`config.mk`:
```
export PLATFORM = sky130hd
export DESIGN_NAME = line_echo_fifo
export DESIGN_NICKNAME = d
export VERILOG_FILES = /design/src/rtl/line_echo_fifo.sv
export SDC_FILE = /design/constraint.sdc
export NUM_CORES = 2
export LEC_CHECK = 0
export CELL_PAD_IN_SITES_DETAIL_PLACEMENT = 1
export CELL_PAD_IN_SITES_GLOBAL_PLACEMENT = 1
export CORE_ASPECT_RATIO = 1.1
export CORE_MARGIN = 4
export CORE_UTILIZATION = 42
export CTS_CLUSTER_DIAMETER = 40
export DETAILED_ROUTE_END_ITERATION = 8
export PLACE_DENSITY = 0.66
export SLEW_MARGIN = 40
export SYNTH_ARGS = -nofsm -noshare
export SYNTH_HDL_FRONTEND = slang
export SYNTH_SLANG_ARGS = --single-unit
```
`constraint.sdc`:
```
create_clock -name i_clk -period 8.56 [get_ports i_clk]
set_input_delay 1.712 -clock i_clk [delete_from_list [all_inputs] [get_ports i_clk]]
set_output_delay 1.712 -clock i_clk [all_outputs]
set_load 0.05 [all_outputs]
```
`src/rtl/line_echo_fifo.sv`:
```
// Line-buffered echo FIFO: bytes from the receiver are queued and handed to the
// transmitter only once a complete line (terminator, length cap or full buffer) is held.
module line_echo_fifo #(
  parameter int DW         = 8,
  parameter int LGFLEN     = 8,
  parameter int MAXLINE    = 80,
  parameter int OPT_LFONLY = 0
) (
  input  logic              i_clk,
  input  logic              i_reset,
  input  logic              i_rx_stb,
  input  logic [DW-1:0]     i_rx_data,
  output logic              o_tx_stb,
  output logic [DW-1:0]     o_tx_data,
  input  logic              i_tx_busy,
  output logic [LGFLEN:0]   o_fill,
  output logic [LGFLEN:0]   o_lines,
  output logic              o_full,
  output logic              o_empty,
  output logic              o_overflow
);

  localparam int DEPTH = 1 << LGFLEN;
  localparam int LW    = $clog2(MAXLINE) + 1;

  typedef enum logic [1:0] {
    S_IDLE,
    S_SEND,
    S_GAP
  } state_t;

  logic [DW:0]     mem [DEPTH];
  logic [LGFLEN:0] head;
  logic [LGFLEN:0] tail;
  logic [LW-1:0]   llen;
  logic            tx_eol;
  state_t          state;

  logic wr;
  logic xfer;
  logic is_term;
  logic eol;

  assign o_fill  = head - tail;
  assign o_full  = (o_fill == (LGFLEN+1)'(DEPTH));
  assign o_empty = (o_fill == '0);

  assign wr   = i_rx_stb && !o_full;
  assign xfer = o_tx_stb && !i_tx_busy;

  always_comb begin
    is_term = (i_rx_data == DW'(8'h0a));
    if (OPT_LFONLY == 0 && i_rx_data == DW'(8'h0d))
      is_term = 1'b1;
  end

  // Closing the line on the write that fills the buffer guarantees the
  // transmitter can always drain, even when no terminator ever arrives.
  assign eol = is_term
            || (llen == LW'(MAXLINE - 1))
            || (o_fill == (LGFLEN+1)'(DEPTH - 1));

  always_ff @(posedge i_clk)
    if (wr)
      mem[head[LGFLEN-1:0]] <= {eol, i_rx_data};

  always_ff @(posedge i_clk or posedge i_reset) begin
    if (i_reset) begin
      head       <= '0;
      llen       <= '0;
      o_lines    <= '0;
      o_overflow <= 1'b0;
    end else begin
      if (wr) begin
        head <= head + 1'b1;
        llen <= eol ? '0 : llen + 1'b1;
      end
      if (i_rx_stb && o_full)
        o_overflow <= 1'b1;
      case ({wr && eol, xfer && tx_eol})
        2'b10:   o_lines <= o_lines + 1'b1;
        2'b01:   o_lines <= o_lines - 1'b1;
        default: o_lines <= o_lines;
      endcase
    end
  end

  always_ff @(posedge i_clk or posedge i_reset) begin
    if (i_reset) begin
      state     <= S_IDLE;
      tail      <= '0;
      o_tx_stb  <= 1'b0;
      o_tx_data <= '0;
      tx_eol    <= 1'b0;
    end else begin
      case (state)
        S_IDLE: begin
          if (o_lines != '0) begin
            {tx_eol, o_tx_data} <= mem[tail[LGFLEN-1:0]];
            o_tx_stb            <= 1'b1;
            state               <= S_SEND;
          end
        end
        S_SEND: begin
          if (xfer) begin
            tail     <= tail + 1'b1;
            o_tx_stb <= 1'b0;
            state    <= S_GAP;
          end
        end
        S_GAP: begin
          // tail already points past the byte just sent
          if (tx_eol) begin
            state <= S_IDLE;
          end else begin
            {tx_eol, o_tx_data} <= mem[tail[LGFLEN-1:0]];
            o_tx_stb            <= 1'b1;
            state               <= S_SEND;
          end
        end
        default: begin
          state    <= S_IDLE;
          o_tx_stb <= 1'b0;
        end
      endcase
    end
  end

endmodule

```
==> flow_summary_export.csv <==
group,metric,value,unit
detailed_routing,detail-route-antenna-nets,0,
placed_design,hpwl,154000,um
cts,cts-root-buf,"clkbuf_16",
critical_path,crit_path_end_kind,"output port",
finish,nNetsFinal,4553,
cts,cts.htree.levels,5,
sta,finClkSkew,0.0503,ns
synthesis,synth_area_per_cell,21.2,sq um
critical_path,slowest_delay,0.94,ns
detailed_routing,routed.top_layer,"met5",
die,die_w,454,um
synthesis,synth_cell_types,72,
critical_path,path_cells,"inv_2, ha_1, o21a_1, o31a_1, o22ai_1, o21a_1, xor2_1, inv_1, nor4_1, clkdlybuf4s50_1",
critical_path,reg2reg_to,"o_lines[8]$_DFFE_PP0P_",
sta,maxSlewHeadroom,35.9,%
detailed_routing,drcViolationCount,0,
finish,drive_above_1_share,29.0,%
detailed_routing,wl_met3,18900,um
worst_hold_path,min_delay_path_depth,1,
finish,area_growth,15.1,%
worst_hold_path,hp-class,"reg -> reg",
power_and_ir_drop,internal_power,24.0,mW
global_route,grt_pass1_vias,48308,
sta,final_max_slew_viol_count,0,
cts,post_cts_buffers,0,
detailed_routing,vias,45681,
sta,setup_ws,1.45,ns
critical_path,cpMaxStageDelayCell,"clkdlybuf4s50_1",
power_and_ir_drop,power.switching,11.6,mW
critical_path,worstPathArrival,5.40,ns
global_route,track_usage,22.8,%
cts,clock-sinks,2352,
cts,cts_buffers,288,
power_and_ir_drop,pwr-share-comb,29.4,%
cts,cts.path.max_buffers,4,
critical_path,crit_path_frequent_cell,"o21a_1",
synthesis,synth_area_leaders,"edfxtp_1 (75%), mux4_2 (14%), mux2i_1 (1.5%), nor2_1 (1.3%), dfrtp_1 (1.3%)",
placed_design,gp_congestion,0.827,
placed_design,io_buffers,41,
run_status,outcome,"completed",
cts,cts_tree,"done",
detailed_routing,wl,257000,um
synthesis,synth_edf_count,2304,
critical_path,critPathKind,"reg -> out",
placed_design,dp_slack,2.34,ns
die,die_area,226000,sq um
power_and_ir_drop,p_seq_share,37.3,%
critical_path,critical_path_required,6.85,ns
power_and_ir_drop,p_leak,32.6,nW
synthesis,async_flop_share,2.04,%
global_route,grt_max_degree,155,
finish,final_util,48.7,%
worst_hold_path,hp-start,"o_overflow$_DFFE_PP0P_",
sta,layout_min_cycle_time,7.11,ns
synthesis,synth_area,91800,sq um
critical_path,r2r_start,"tail[4]$_DFFE_PP0P_",
power_and_ir_drop,swShare,32.6,%
sta,whs,0.464,ns
critical_path,startpoint_type,"flop",
flow_run,maxCapViolations,0,
cts,cts-resized-gates,0,
die,rows,179,
synthesis,synth_nets,4372,
cts,cts_hold_buf,0,
global_route,grt_pass1_wl,369000,um
critical_path,regToRegSetupSlack,2.42,ns
synthesis,synthFlopType,"edfxtp_1",
cts,path_clk_slew,0.06,ns
synthesis,yosys_warnings,0,
cts,clk_latency,0.93,ns
sta,timing.fmax,141,MHz
sta,hold_violations,0,
sta,rsz0062_at_grt,"no",
power_and_ir_drop,p_per_area,337,nW/um^2
die,ios,42,
synthesis,ys_seq_elements,2352,
critical_path,reg2regPathDepth,19,
detailed_routing,drt-wirelength-per-cell,33.7,um
synthesis,seq_area_frac_synth,76.7,%
detailed_routing,drtIter0Drc,5176,
global_route,grt_remaining_overflow,0,
global_route,antenna_found_initial,6,
critical_path,cp_max_fo,30,
detailed_routing,vias_per_cell,5.99,
sta,period_share,83.1,%
die,die_height,498,um
detailed_routing,wl_met1,103000,um
die,core_region_area,217000,sq um
power_and_ir_drop,ir_drop,0.000240,V
worst_hold_path,min_to,"o_overflow$_DFFE_PP0P_",
synthesis,synth_top_area_share,75.4,%
detailed_routing,dr.pass1.iters,6,
detailed_routing,wl_met2,125000,um
die,start_util,42.3,%
sta,setup_viol,0,
power_and_ir_drop,power_frac_clock,33.3,%
synthesis,syn_inst,4335,
synthesis,yosys.area.top_type,"edfxtp_1",
sta,tightest_slew,0.958,ns
power_and_ir_drop,fin_total_pwr,35.6,mW
sta,tns,0,ns
## logic make-up (layout without fill, tap and decap cells)
logic type	Yosys count	in the layout	synth area share (%)
other cells	0	3	0
xor+xnor	29	29	0.277
mux	728	728	15.9
buf+inv	267	655	1.41
fa+ha+maj	25	25	0.357
compound gates	347	347	2.62
flops	2352	2352	76.7
simple gates	587	587	2.77
## stage by stage
stage | cell area (sq um) | cells
CTS | 105000 | 7613
finish | 106000 | 7622
global route | 106000 | 7620
floorplan | 91800 | 4335
global placement | 95500 | 7110
detailed placement | 95900 | 7116
## worst max path at each step
stage / startpoint / to / slack (ns) / depth (start not counted)
after global placement: i_rx_data[7] / o_lines[8]$_DFFE_PP0P_ / 1.93 / 16
after CTS: tail[1]$_DFFE_PP0P_ / o_full / 1.50 / 9
final: tail[4]$_DFFE_PP0P_ / o_empty / 1.45 / 10
after floorplan: tail[3]$_DFFE_PP0P_ / o_lines[8]$_DFFE_PP0P_ / 0.97 / 24
after detailed placement: i_rx_data[7] / o_lines[8]$_DFFE_PP0P_ / 2.34 / 16
after global routing: tail[1]$_DFFE_PP0P_ / o_empty / 1.35 / 9
## worst max-delay path: cells and delay by family, from the launching register on
family | cells | cell delay, ns
fa+ha+maj | 1 | 0.43
simple gates | 1 | 0.60
xor+xnor | 1 | 0.56
flops | 1 | 0.78
buf+inv | 3 | 1.40
compound gates | 4 | 0.70
## flip-flops by register name, indices dropped and copies added, names as in the netlist
| name | cells |
|---|---|
| o_tx_data | 8 |
| state | 2 |
| o_overflow | 1 |
| o_lines | 9 |
| tx_eol | 1 |
| tail | 9 |
| head | 9 |
| o_tx_stb | 1 |
| llen | 8 |
| mem | 2304 |
## placed cells by master, fill, tap and decap left out, types with 18 or more instances in the layout
master | synthesis | routed
edfxtp_1 | 2304 | 2304
mux4_2 | 582 | 582
clkbuf_16 | 0 | 294
nor2_2 | 0 | 197
mux2i_1 | 139 | 139
nor2_1 | 327 | 127
nand2_1 | 123 | 110
o21ai_0 | 65 | 65
a21oi_1 | 64 | 64
buf_4 | 36 | 62
dfrtp_1 | 48 | 43
clkbuf_1 | 84 | 41
nand3_1 | 48 | 37
clkinv_1 | 1 | 35
a22oi_1 | 34 | 34
o221ai_1 | 34 | 34
clkdlybuf4s50_1 | 0 | 33
clkinv_2 | 0 | 28
nor3_1 | 28 | 27
o22ai_1 | 26 | 26
bufinv_16 | 0 | 25
ha_1 | 23 | 23
inv_6 | 0 | 23
xnor2_1 | 18 | 18
a22o_1 | 18 | 18
a211oi_1 | 18 | 18
clkinvlp_4 | 0 | 18
## layout make-up
cell class	instances	area, sq um
Fill cell	19431	111000
Sequential cell	2352	70400
Multi-Input combinational cell	1716	20800
Clock buffer	336	7520
Tap cell	2896	3620
Clock inverter	161	1700
Timing Repair Buffer	137	1490
Inverter	21	87.6
Antenna cell	3	7.51
## synth_stat cells, drive strengths merged, types with 34 or more instances
master / number
a21oi: 64
a22oi: 34
buf: 162
clkbuf: 84
dfrtp: 48
edfxtp: 2304
mux2i: 139
mux4: 582
nand2: 123
nand3: 56
nor2: 327
o21ai: 67
o221ai: 34
## routing by layer
| metal | GRT usage [%] | vias up |
|---|---|---|
| li1 | - | 18465 |
| met3 | 4.50 | 448 |
| met4 | 8.33 | 2 |
| met5 | 0 | - |
| met1 | 31.2 | 24724 |
| met2 | 36.6 | 2042 |
## power groups by stage
stage / clock [mW] / sequential [mW] / combinational [mW]
floorplan: 0 / 13.4 / 6.38
global placement: 0 / 13.5 / 10.2
detailed placement: 0 / 13.5 / 10.4
CTS: 12.1 / 13.3 / 10.4
global route: 12.6 / 13.3 / 10.9
finish: 11.9 / 13.3 / 10.5
(Power assumes the default switching activity.)
